<file path="config.mk">
export PLATFORM = sky130hd
export DESIGN_NAME = pipelined_control_unit
export DESIGN_NICKNAME = d
export VERILOG_FILES = /design/src/rtl/pipelined_control_unit.sv
export SDC_FILE = /design/constraint.sdc
export NUM_CORES = 1
export LEC_CHECK = 0
export BUFFER_PORTS_ARGS = -buffer_cell sky130_fd_sc_hd__clkbuf_2
export CELL_PAD_IN_SITES_DETAIL_PLACEMENT = 0
export CELL_PAD_IN_SITES_GLOBAL_PLACEMENT = 1
export CORE_MARGIN = 5
export CORE_UTILIZATION = 40
export CTS_BUF_LIST = sky130_fd_sc_hd__clkbuf_8
export DETAILED_ROUTE_END_ITERATION = 8
export PLACE_DENSITY_LB_ADDON = 0.1
export SETUP_SLACK_MARGIN = 0.3
export SYNTH_ARGS = -nofsm -noshare
export SYNTH_HDL_FRONTEND = slang
export SYNTH_SLANG_ARGS = --single-unit
</file>
<file path="constraint.sdc">
create_clock -name clk -period 5.5 [get_ports clk]
set_input_delay 0.55 -clock clk [delete_from_list [all_inputs] [get_ports clk]]
set_output_delay 0.55 -clock clk [all_outputs]
set_load 0.01 [all_outputs]
</file>
<file path="src/rtl/pipelined_control_unit.sv">
// Pipelined control unit: ID-stage decode, ID/EX -> EX/MEM -> MEM/WB control registers,
// load-use stall and branch/jump flush handling, plus a saturating illegal-instruction counter.
module pipelined_control_unit #(
   parameter int ALUCTRL_W = 3,
   parameter int REG_W     = 5
) (
   input  logic                 clk,
   input  logic                 rst,
   input  logic [6:0]           Op,
   input  logic [2:0]           funct3,
   input  logic                 funct7,
   input  logic [REG_W-1:0]     rd_D,
   input  logic [REG_W-1:0]     rs1_D,
   input  logic [REG_W-1:0]     rs2_D,
   input  logic                 zero_E,
   output logic                 ALUSrc_E,
   output logic                 Branch_E,
   output logic                 jump_E,
   output logic [ALUCTRL_W-1:0] ALUControl_E,
   output logic                 PCSrc_E,
   output logic                 Memwrite_M,
   output logic                 MemRead_M,
   output logic                 Regwrite_W,
   output logic                 ResultSrc_W,
   output logic [REG_W-1:0]     rd_E,
   output logic [REG_W-1:0]     rd_M,
   output logic [REG_W-1:0]     rd_W,
   output logic                 stall_D,
   output logic                 illegal_D,
   output logic [15:0]          illegal_cnt
);

   localparam logic [6:0] OP_LOAD   = 7'b0000011;
   localparam logic [6:0] OP_STORE  = 7'b0100011;
   localparam logic [6:0] OP_RTYPE  = 7'b0110011;
   localparam logic [6:0] OP_IALU   = 7'b0010011;
   localparam logic [6:0] OP_BRANCH = 7'b1100011;
   localparam logic [6:0] OP_JAL    = 7'b1101111;

   localparam bit EXT = (ALUCTRL_W == 4);
   localparam logic [ALUCTRL_W-1:0] ALU_ADD = ALUCTRL_W'(4'b0000);
   localparam logic [ALUCTRL_W-1:0] ALU_SUB = ALUCTRL_W'(4'b0001);
   localparam logic [ALUCTRL_W-1:0] ALU_AND = ALUCTRL_W'(4'b0010);
   localparam logic [ALUCTRL_W-1:0] ALU_OR  = ALUCTRL_W'(4'b0011);
   localparam logic [ALUCTRL_W-1:0] ALU_XOR = ALUCTRL_W'(4'b0100);
   localparam logic [ALUCTRL_W-1:0] ALU_SLT = ALUCTRL_W'(4'b0101);
   localparam logic [ALUCTRL_W-1:0] ALU_SLL = ALUCTRL_W'(4'b0110);
   localparam logic [ALUCTRL_W-1:0] ALU_SRL = ALUCTRL_W'(4'b0111);
   localparam logic [ALUCTRL_W-1:0] ALU_SRA = ALUCTRL_W'(4'b1000);

   typedef struct packed {
      logic                 alusrc;
      logic                 branch;
      logic                 jump;
      logic                 memw;
      logic                 memr;
      logic                 regw;
      logic                 ressrc;
      logic [ALUCTRL_W-1:0] aluctl;
      logic [REG_W-1:0]     rd;
   } ex_t;

   typedef struct packed {
      logic             memw;
      logic             memr;
      logic             regw;
      logic             ressrc;
      logic [REG_W-1:0] rd;
   } mem_t;

   typedef struct packed {
      logic             regw;
      logic             ressrc;
      logic [REG_W-1:0] rd;
   } wb_t;

   // Shift/xor codes exist only in the extended set; the base set falls back to add.
   function automatic logic [ALUCTRL_W-1:0] alu_dec(input logic [1:0] alu_op, input logic [2:0] f3,
                                                   input logic f7, input logic op5);
      logic [ALUCTRL_W-1:0] code;
      case (alu_op)
         2'b00: code = ALU_ADD;
         2'b01: code = ALU_SUB;
         2'b10: begin
            case (f3)
               3'b000:  code = (op5 & f7) ? ALU_SUB : ALU_ADD;
               3'b010:  code = ALU_SLT;
               3'b110:  code = ALU_OR;
               3'b111:  code = ALU_AND;
               3'b100:  code = EXT ? ALU_XOR : ALU_ADD;
               3'b001:  code = EXT ? ALU_SLL : ALU_ADD;
               3'b101:  code = EXT ? (f7 ? ALU_SRA : ALU_SRL) : ALU_ADD;
               default: code = ALU_ADD;
            endcase
         end
         default: code = ALU_ADD;
      endcase
      return code;
   endfunction

   ex_t         dec_s, ex_d, ex_q;
   mem_t        mem_d, mem_q;
   wb_t         wb_d, wb_q;
   logic [1:0]  alu_op_s;
   logic        illegal_raw_s, pcsrc_s, stall_s, bubble_s;
   logic [15:0] cnt_d, cnt_q;

   // ID-stage decode of opcode into control bundle
   always_comb begin
      dec_s         = '0;
      alu_op_s      = 2'b00;
      illegal_raw_s = 1'b0;
      case (Op)
         OP_LOAD: begin
            dec_s.alusrc = 1'b1;
            dec_s.memr   = 1'b1;
            dec_s.regw   = 1'b1;
            dec_s.ressrc = 1'b1;
         end
         OP_STORE: begin
            dec_s.alusrc = 1'b1;
            dec_s.memw   = 1'b1;
         end
         OP_RTYPE: begin
            dec_s.regw = 1'b1;
            alu_op_s   = 2'b10;
         end
         OP_IALU: begin
            dec_s.alusrc = 1'b1;
            dec_s.regw   = 1'b1;
            alu_op_s     = 2'b10;
         end
         OP_BRANCH: begin
            dec_s.branch = 1'b1;
            alu_op_s     = 2'b01;
         end
         OP_JAL: begin
            dec_s.jump = 1'b1;
            dec_s.regw = 1'b1;
         end
         default: illegal_raw_s = 1'b1;
      endcase
      dec_s.aluctl = alu_dec(alu_op_s, funct3, funct7, Op[5]);
      dec_s.rd     = illegal_raw_s ? {REG_W{1'b0}} : rd_D;
   end

   // Hazard/flush resolution and next-state for every pipeline register
   always_comb begin
      pcsrc_s  = rst & (ex_q.jump | (ex_q.branch & zero_E));
      stall_s  = rst & ~pcsrc_s & ex_q.memr & (ex_q.rd != {REG_W{1'b0}}) &
                 ((ex_q.rd == rs1_D) | (ex_q.rd == rs2_D));
      bubble_s = stall_s | pcsrc_s;
      if (bubble_s) begin
         ex_d = '0;
      end else begin
         ex_d = dec_s;
      end
      mem_d = '{memw: ex_q.memw, memr: ex_q.memr, regw: ex_q.regw, ressrc: ex_q.ressrc, rd: ex_q.rd};
      wb_d  = '{regw: mem_q.regw, ressrc: mem_q.ressrc, rd: mem_q.rd};
      if (illegal_raw_s && !bubble_s && (cnt_q != 16'hFFFF)) begin
         cnt_d = cnt_q + 16'd1;
      end else begin
         cnt_d = cnt_q;
      end
   end

   // Pipeline and counter registers with synchronous active-low clear
   always_ff @(posedge clk) begin
      if (!rst) begin
         ex_q  <= '0;
         mem_q <= '0;
         wb_q  <= '0;
         cnt_q <= 16'h0000;
      end else begin
         ex_q  <= ex_d;
         mem_q <= mem_d;
         wb_q  <= wb_d;
         cnt_q <= cnt_d;
      end
   end

   assign ALUSrc_E     = ex_q.alusrc;
   assign Branch_E     = ex_q.branch;
   assign jump_E       = ex_q.jump;
   assign ALUControl_E = ex_q.aluctl;
   assign rd_E         = ex_q.rd;
   assign PCSrc_E      = pcsrc_s;
   assign Memwrite_M   = mem_q.memw;
   assign MemRead_M    = mem_q.memr;
   assign rd_M         = mem_q.rd;
   assign Regwrite_W   = wb_q.regw;
   assign ResultSrc_W  = wb_q.ressrc;
   assign rd_W         = wb_q.rd;
   assign stall_D      = stall_s;
   assign illegal_D    = rst & illegal_raw_s;
   assign illegal_cnt  = cnt_q;

endmodule

</file>
## Word level (Yosys, flattened, before mapping)

Cells that the tools add are included.

| word-level totals | value |
|---|---|
| register bits after elaboration | 45 |

| cells by class | value |
|---|---|
| $add $sub $neg | 1 |
| eq/ne operators | 14 |
| mux-type cells | 11 |
| bitwise operators | 14 |
| reductions and logical operators | 11 |

Operator list:

| operator | number |
|---|---|
| 16-bit by 1-bit adder with 16-bit output, second input constant | 1 |
| 16-bit != test, second input constant | 1 |
| 7-bit by 6-bit == test with 1-bit output, second input constant | 2 |
| 7-bit == test, second input constant | 2 |
| 3-bit case mux with 4 select lines | 1 |
| 5-bit == test | 2 |
| 1-bit bitwise AND | 8 |
| 1-bit 2-to-1 mux | 8 |
| 7-bit by 2-bit == test with 1-bit output, second input constant | 1 |
| 7-bit by 5-bit == test with 1-bit output, second input constant | 1 |
| 3-bit == test, second input constant | 2 |
| 3-bit case mux with 2 select lines | 1 |
| 3-bit OR reduction | 2 |
| 6-bit OR reduction | 1 |
| 5-bit nonzero test | 1 |
| 2-bit case mux with 2 select lines | 1 |
| 2-bit OR reduction | 2 |
| 4-bit OR reduction | 1 |
| 3-bit by 2-bit == test with 1-bit output, second input constant | 1 |
| 3-bit logical NOT | 1 |
| 1-bit NOT | 3 |
| 1-bit OR | 3 |
| 2-bit by 1-bit == test with 1-bit output, second input constant | 1 |
| 2-bit == test, second input constant | 1 |
| other kinds (2) | 3 |

## Longest topological paths before layout

Gate-level depths: netlist of the first run.

| depth | value |
|---|---|
| word-level depth | 12 |
| gate-level depth with buffers | 7 |

## Least setup slack after synthesis of the first run

OpenSTA, ideal clock, no wires.

| timing path | value |
|---|---|
| path kind | input to register |
| from | input Op[4] |
| to | register cnt_q[15], in the netlist illegal_cnt[15] |
| arrival time | 1.899 ns |
| data required time | 5.382 ns |
| slack | 3.483 ns |
| stages on the path | 6 |
| path through | nand2b_1 > a21boi_0 > o21bai_2 > or3b_1 > or3_1 > mux2i_1 |

| between the ends | value |
|---|---|
| longest elaborated chain between the ends | 5 |

RTL lines:

| item | line | RTL |
|---|---|---|
| from (decl) | 9 | `input logic [6:0] Op,` |
| 7-bit == test, or another cell as far along | 113 | `case (Op)` |
| 6-bit OR reduction (no source line) (*) | -- |  |
| 1-bit 2-to-1 mux (*) | 113 |  |
| 1-bit logical AND (*) (2 in series) | 160 | `if (illegal_raw_s && !bubble_s && (cnt_q != 16'hFFFF)) begin` |
| to (signal assigned) | 178 | `cnt_q <= cnt_d;` |
| to (decl) | 106 | `logic [15:0] cnt_d, cnt_q;` |

Every way passes the cells marked *; elsewhere a longest branch is shown, timed or not.
A chain may end at the register's enable or synchronous reset.

## Worst setup path after layout of the first run

| timing path | value |
|---|---|
| from | register ex_q, in the netlist rd_E[2] |
| to | output stall_D |

| between the ends | value |
|---|---|
| longest elaborated chain between the ends | 3 |

RTL lines:

| item | line | RTL |
|---|---|---|
| from (decl) | 101 | `ex_t dec_s, ex_d, ex_q;` |
| from (signal assigned) | 170 | `ex_q <= '0;` |
| from (signal assigned) | 175 | `ex_q <= ex_d;` |
| 5-bit == test / 5-bit nonzero test (equally long branches) | 151, 150 |  |
| 1-bit OR / 1-bit bitwise AND (equally long branches) | 151, 150 |  |
| 1-bit bitwise AND (*) | 150 | `stall_s = rst & ~pcsrc_s & ex_q.memr & (ex_q.rd != {REG_W{1'b0}}) &` |
| to (decl) | 28 | `output logic stall_D,` |

Marked as above.

==> results of run 1 <==
worst max-delay path, stage by stage, from the launching register on:
cell	delay [ns]
dfxtp_1	0.39
or4_4	0.55
o211ai_4	0.25
nor2_2	0.10
clkbuf_2	0.15
cells by family after synthesis:
family / after synthesis / share of synthesized area, %
and+or+nand+nor: 101 / 27.5
DFF: 45 / 43.5
AOI/OAI and AO/OA: 34 / 12.1
buffers and inverters: 26 / 7.92
xor gates and xnor gates: 10 / 4.23
muxes: 6 / 2.90
adders and majority gates: 3 / 1.81
metrics by stage:
stage                     setup WS, ns  total power [uW]  area, sq um  hold WS (ns)  util, %
after floorplan                   3.48               363         2070         0.412        -
after global placement            3.21               382         2390         0.425     47.1
after detailed placement          3.18               382         2390         0.422     47.1
after CTS                         3.19               598         2490         0.443     49.1
after global routing              3.04               619         2490         0.447     49.1
final                             3.22               589         2490         0.439     49.1
cell usage in the layout, fill, tap and decap left out, types with 3 or more instances in the layout:
master and count:
xor2_1 10, nand2b_1 7, nand3_1 10, nor2_1 14, ha_1 3, dfxtp_1 45, clkbuf_2 72, nor4_1 3
nor3_1 6, or4_1 6, and2_1 21, a21oi_1 12, clkbuf_8 6, nand2_1 14, nand4_1 4, inv_1 7
o21ai_0 4, o31ai_1 7, or3_1 5, mux2i_1 6
routing by layer:
layer / GRT usage [%] / wire [um]
met5: 0 / 0
met4: 3.99 / 51
met3: 4.50 / 267
met2: 22.6 / 2040
met1: 17.6 / 2010
flip-flops by register name (all words and copies together), names as in the netlist, 2 cells and up:
register and flops:
rd_E 5, rd_W 5, ALUControl_E 3, mem_q 2
rd_M 5, illegal_cnt 16, ex_q 3
how the worst max path moves through the flow:
stage	endpoint	slack (ns)	cells after the start
after floorplan	illegal_cnt[15]$_SDFFE_PN0P_	3.48	6
final	stall_D	3.22	4
after global placement	stall_D	3.21	5
after global routing	stall_D	3.04	5
after CTS	stall_D	3.19	5
after detailed placement	stall_D	3.18	5
cell type report:
type / count / area (sq um)
Clock inverter: 2 / 16.3
Timing Repair Buffer: 73 / 368
Clock buffer: 6 / 82.6
Tap cell: 70 / 87.6
Fill cell: 501 / 2580
Inverter: 8 / 30.0
Sequential cell: 45 / 901
Multi-Input combinational cell: 154 / 1010
power by group through the flow:
stage	combinational, uW	sequential [uW]	clock [uW]
after floorplan	22.1	341	0
after global placement	41.0	341	0
after detailed placement	41.5	341	0
after CTS	41.5	333	224
after global routing	46.4	334	238
final	40.6	333	216
==> metrics.csv, run 1 <==
stage,metric,value,unit
outcome,status,"finished, final reports clean",
clock_tree,root_buffer,clkbuf_8,
synthesis,ys_async_sr_fraction,0,%
critical_path,crit_start,rd_E[2]$_SDFF_PP0_,
die,die_area,6720,sq um
pwr,switching_power,139,uW
global_routing,groute.usage.overall,13.9,%
pwr,switching_share,23.6,%
die,start_util,40.8,%
routing,routedWlPerCell,12.2,um
place,gp_congestion,0.741,
timing,slew_viol_final,0,
die,die_h,82.0,um
min_path,min_to,Regwrite_W$_SDFF_PN0_,
critical_path,rr_worst_depth,5,
timing,fin_tns_setup,0,ns
synthesis,synth_largest_area_cell,dfxtp_1,
routing,first_iter_violations,58,
clock_tree,cts_buffer_depth,2,
timing,max_freq,0.439,GHz
place,port_buffers,72,
synthesis,synth_cell_type_count,43,
clock_tree,clock_latency,0.30,ns
min_path,hold_start,mem_q[6]$_SDFF_PN0_,
global_routing,grt_max_degree,32,
critical_path,crit_fanout,5,
timing,setup_viol,0,
pwr,comb_power_share,6.9,%
timing,slew_headroom,66.2,%
min_path,holdPathStages,1,
pwr,clkPwrFrac,36.6,%
synthesis,synth-main-ff-cell,dfxtp_1,
routing,routed_via_density,4.66,
synthesis,ys_seq_area_share,43.5,%
routing,drc,0,
finish,synthToLayoutAreaGrowth,20.3,%
synthesis,synthTopCellsByCount,"dfxtp_1 (45), and2_1 (21), nand2_1 (14), nor2_1 (14), buf_4 (13)",
critical_path,r2r-start,rd_E[2]$_SDFF_PP0_,
critical_path,critical_path_class,flop to output pin,
pwr,internal_power,451,uW
critical_path,endpoint_kind,output pin,
critical_path,timing.rr.end,illegal_cnt[3]$_SDFFE_PN0P_,
global_routing,grt_pass1_wl,7200,um
timing,worst_slew_pin_slew,0.506,ns
pwr,power-per-cell-area,237,nW/um^2
routing,drt_wl_total,4370,um
clock_tree,htree_num_levels,2,
global_routing,antenna_found_initial,0,
routing,num_vias,1669,
job,max_cap_viol_count,0,
die,fp.coreArea,5070,sq um
global_routing,grt_overflow,0,
synthesis,syn_nets,257,
clock_tree,cts.clk_slew.worst_paths,0.08,ns
clock_tree,cts_resized,0,
die,die_x,82.0,um
clock_tree,cts_buffers,5,
clock_tree,post_cts_buffers,0,
place,placedCellCount,350,
place,hpwl,3400,um
timing,period_share,41.5,%
timing,timing.final.crit_period,2.28,ns
clock_tree,cts_sinks,45,
synthesis,synth_seq_cells,45,
critical_path,critPathArrivalTime,1.73,ns
routing,first_pass_iters,4,
synthesis,synth_top_area_share,43.5,%
synthesis,synth_edf_count,0,
critical_path,start_kind,flop,
global_routing,grt_pass1_vias,1568,
timing,grt_setup_unrepaired,false,
finish,diodes,0,
critical_path,crit_required,4.95,ns
synthesis,synth.avg_cell_area,9.20,sq um
pwr,leakagePower,0.00109,uW
finish,fin_nets,319,
clock_tree,postCtsHoldBufs,0,
routing,antenna_left,0,
pwr,power_frac_seq,56.5,%
synthesis,synth_cells,225,
synthesis,ys_warn_count,0,
die,ioPinCount,73,
finish,layoutNonFillerInstCount,358,
finish,drive_above_1_share,31.9,%
critical_path,r2r_slack,3.39,ns
die,rows,26,
synthesis,syn_area,2070,sq um
synthesis,ys_top_cells_by_area,"dfxtp_1 (44%), and2_1 (6.3%), buf_4 (4.7%)",
synthesis,yosysMostFrequentCell,dfxtp_1,
timing,final_hold_viol_count,0,
min_path,hp-class,flop to flop,
pwr,ir_drop,0.132,mV
timing,finClkSkew,0.0132,ns
clock_tree,cts_tree,built,
(Power assumes the default switching activity.)
==> inputs of run 2 (changes only) <==
--- a/config.mk
+++ b/config.mk
@@ -9,7 +9,7 @@
 export CELL_PAD_IN_SITES_DETAIL_PLACEMENT = 0
 export CELL_PAD_IN_SITES_GLOBAL_PLACEMENT = 1
 export CORE_MARGIN = 5
-export CORE_UTILIZATION = 40
+export CORE_UTILIZATION = 34
 export CTS_BUF_LIST = sky130_fd_sc_hd__clkbuf_8
 export DETAILED_ROUTE_END_ITERATION = 8
 export PLACE_DENSITY_LB_ADDON = 0.1
==> constraint.sdc (replaced) <==
create_clock -name clk -period 2.05 [get_ports clk]
set_input_delay 0.205 -clock clk [delete_from_list [all_inputs] [get_ports clk]]
set_output_delay 0.205 -clock clk [all_outputs]
set_load 0.01 [all_outputs]
==> run 2 against run 1 <==
  * Sequential share of layout area is 3.9 points lower
  * Die area increased by 15%
  * Largest cell class unchanged
  * Final area grew 14%
  * Non-clock buffer count grew 25
  * Critical endpoint unchanged
  * Worst hold slack worse by 0.34 ns
  * Combinational power rose to 3.6 times the previous value
==> metrics.csv, run 2 (synthesis gave the netlist of run 1 again) <==
stage,metric,value,unit,change
outcome,status,"finished, final reports clean",,unchanged
finish,final_common_cell,clkbuf_2,,unchanged
critical_path,endpoint_kind,output pin,,unchanged
pwr,internal_power,1190,uW,was 451 uW
pwr,power,1600,uW,was 589 uW
pwr,ir_drop,0.250,mV,was 0.132 mV
pwr,clkPwrFrac,35.3,%,was 36.6%
clock_tree,cts_tree,built,,unchanged
clock_tree,htree_num_levels,2,,unchanged
routing,routedWlPerCell,12.8,um,was 12.2 um
routing,drt_wl_total,4950,um,was 4370 um
critical_path,start_kind,flop,,unchanged
min_path,hp-class,input port to flop,,was flop to flop
finish,diodes,0,,unchanged
clock_tree,cts_buffer_depth,2,,unchanged
global_routing,grt_overflow,0,,unchanged
pwr,power-per-cell-area,562,nW/um^2,was 237 nW/um^2
clock_tree,root_buffer,clkbuf_8,,unchanged
finish,drive_above_1_share,45.4,%,was 31.9%
timing,slew_viol_final,0,,unchanged
die,die_x,88.0,um,was 82.0 um
clock_tree,clock_latency,0.30,ns,about the same
place,port_buffers,72,,unchanged
clock_tree,cts_sinks,45,,unchanged
routing,antenna_left,0,,unchanged
timing,grt_setup_unrepaired,true,,was false
routing,first_iter_violations,39,,was 58
die,fp.coreArea,5920,sq um,was 5070 sq um
place,hpwl,3740,um,was 3400 um
finish,synthToLayoutAreaGrowth,37.1,%,was 20.3%
place,placedCellCount,373,,was 350
die,die_h,88.0,um,was 82.0 um
timing,setup_viol,0,,unchanged
timing,timing.final.crit_period,1.94,ns,
timing,finClkSkew,0.00881,ns,was 0.0132 ns
global_routing,grt_pass1_wl,8140,um,was 7200 um
global_routing,groute.usage.overall,13.4,%,was 13.9%
critical_path,critical_path_class,flop to output pin,,unchanged
routing,routed_via_density,4.70,,was 4.66
clock_tree,cts_buffers,5,,unchanged
die,die_area,7750,sq um,was 6720 sq um
critical_path,crit_fanout,5,,unchanged
pwr,comb_power_share,9.2,%,was 6.9%
finish,fillers,580,,was 501
timing,max_freq,0.515,GHz,
job,max_cap_viol_count,0,,unchanged
die,start_util,35.0,%,was 40.8%
finish,layoutNonFillerInstCount,388,,was 358
critical_path,crit_required,1.85,ns,was 4.95 ns
critical_path,cp_top_family,simple AND/OR/NAND/NOR gates,,unchanged
pwr,power_frac_seq,55.5,%,was 56.5%
routing,num_vias,1823,,"was 1,669"
timing,slew_headroom,78.5,%,was 66.2%
routing,drc,0,,unchanged
place,gp_congestion,0.767,,was 0.741
critical_path,crit_chain,"or4_4, o211ai_4, buf_6, nor2_4, buf_2",,"was or4_4, o211ai_4, nor2_2, clkbuf_2"
timing,fin_tns_setup,0,ns,unchanged
timing,period_share,94.8,%,
routing,first_pass_iters,4,,unchanged
die,ioPinCount,73,,unchanged
global_routing,grt_max_degree,25,,was 32
pwr,switching_power,404,uW,was 139 uW
die,rows,28,,was 26
global_routing,grt_pass1_vias,1770,,"was 1,568"
critical_path,critPathArrivalTime,1.74,ns,was 1.73 ns
clock_tree,postCtsHoldBufs,0,,unchanged
global_routing,antenna_found_initial,0,,unchanged
finish,fin_nets,344,,was 319
clock_tree,cts.clk_slew.worst_paths,0.10,ns,was 0.08 ns
pwr,leakagePower,0.00124,uW,was 0.00109 uW
finish,layout_common_cells,"clkbuf_2 (71), dfxtp_1 (37), buf_4 (23)",,"was clkbuf_2 (72), dfxtp_1 (45), and2_1 (21)"
critical_path,slowest_delay,0.54,ns,was 0.55 ns
timing,worst_slew_pin_slew,0.320,ns,was 0.506 ns
timing,final_hold_viol_count,0,,unchanged
finish,largest_reg_flops,16,,unchanged
pwr,switching_share,25.3,%,was 23.6%
critical_path,crit_slowest_cell,or4_4,,unchanged
critical_path,path_buf_inv,2,,was 1
-- run 2: changes by cell type in the layout (fill, tap and decap cells not counted), moves of 5 or more --
cell,delta
nor3_1,-5
dfxtp_2,+6
dfxtp_1,-8
buf_4,+22
-- run 2: power groups by stage --
stage               Combinational (uW)  Sequential [uW]  Clock, uW
CTS                                146              886        594
detailed placement                 132              909          0
global placement                   131              908          0
global route                       163              887        627
finish                             147              886        564
floorplan                         60.0              915          0
-- run 2: metal layers --
| layer | up-vias | GRT usage (%) | wire length, um |
|---|---|---|---|
| li1 | 943 | - | - |
| met1 | 834 | 15.6 | 2120 |
| met2 | 42 | 23.7 | 2550 |
| met3 | 4 | 3.76 | 246 |
| met4 | 0 | 4.12 | 36 |
| met5 | - | 0 | 0 |
-- run 2: cell type report --
type,count,area [sq um],share of cell area [%]
multi-input cells,154,1140,40.1
flip-flops and latches,45,916,32.3
repair buffers,98,567,20.0
well taps,75,93.8,3.31
clock buffers,5,68.8,2.42
inverters,8,30.0,1.06
clock inverters,3,25.0,0.881
-- run 2: final timing paths --
path              depth (start not counted)  slack (ns)                 from                           to
setup / recovery                          5        0.11   rd_E[4]$_SDFF_PP0_                      stall_D
hold / removal                            2         0.1              rd_D[0]           rd_E[0]$_SDFF_PP0_
setup reg to reg                          5        0.11   rd_E[4]$_SDFF_PP0_  illegal_cnt[2]$_SDFFE_PN0P_
hold reg to reg                           1        0.44  mem_q[6]$_SDFF_PN0_        Regwrite_W$_SDFF_PN0_
-- run 2: worst register-to-register path, cell delays in order (launching register included) --
cell and delay, ns:
dfxtp_2 0.33, or4_4 0.54, o211ai_4 0.24, o21ai_4 0.14
or4_1 0.48, a21oi_1 0.12
-- run 2: metrics by stage --
| stage | area (sq um) | utilization [%] | hold slack (ns) | setup slack [ns] |
|---|---|---|---|---|
| after floorplan | 2110 | - | 0.283 | 0.137 |
| after global routing | 2840 | 48.0 | 0.0888 | 0.0130 |
| after global placement | 2570 | 43.4 | 0.408 | 0.125 |
| final | 2840 | 48.0 | 0.0982 | 0.107 |
| after detailed placement | 2570 | 43.4 | 0.410 | 0.119 |
| after CTS | 2810 | 47.4 | 0.0848 | 0.0985 |
-- run 2: repair_timing --
| item | 4_1_cts | 5_1_grt |
|---|---|---|
| cloned | 0 | 0 |
| pin swaps | 7 | 1 |
| setup buffers | 6 | 1 |
| endpoints found under the setup margin | 30 | 31 |
| gates resized for setup | 24 | 5 |
| endpoints found under the hold margin | 0 | 0 |
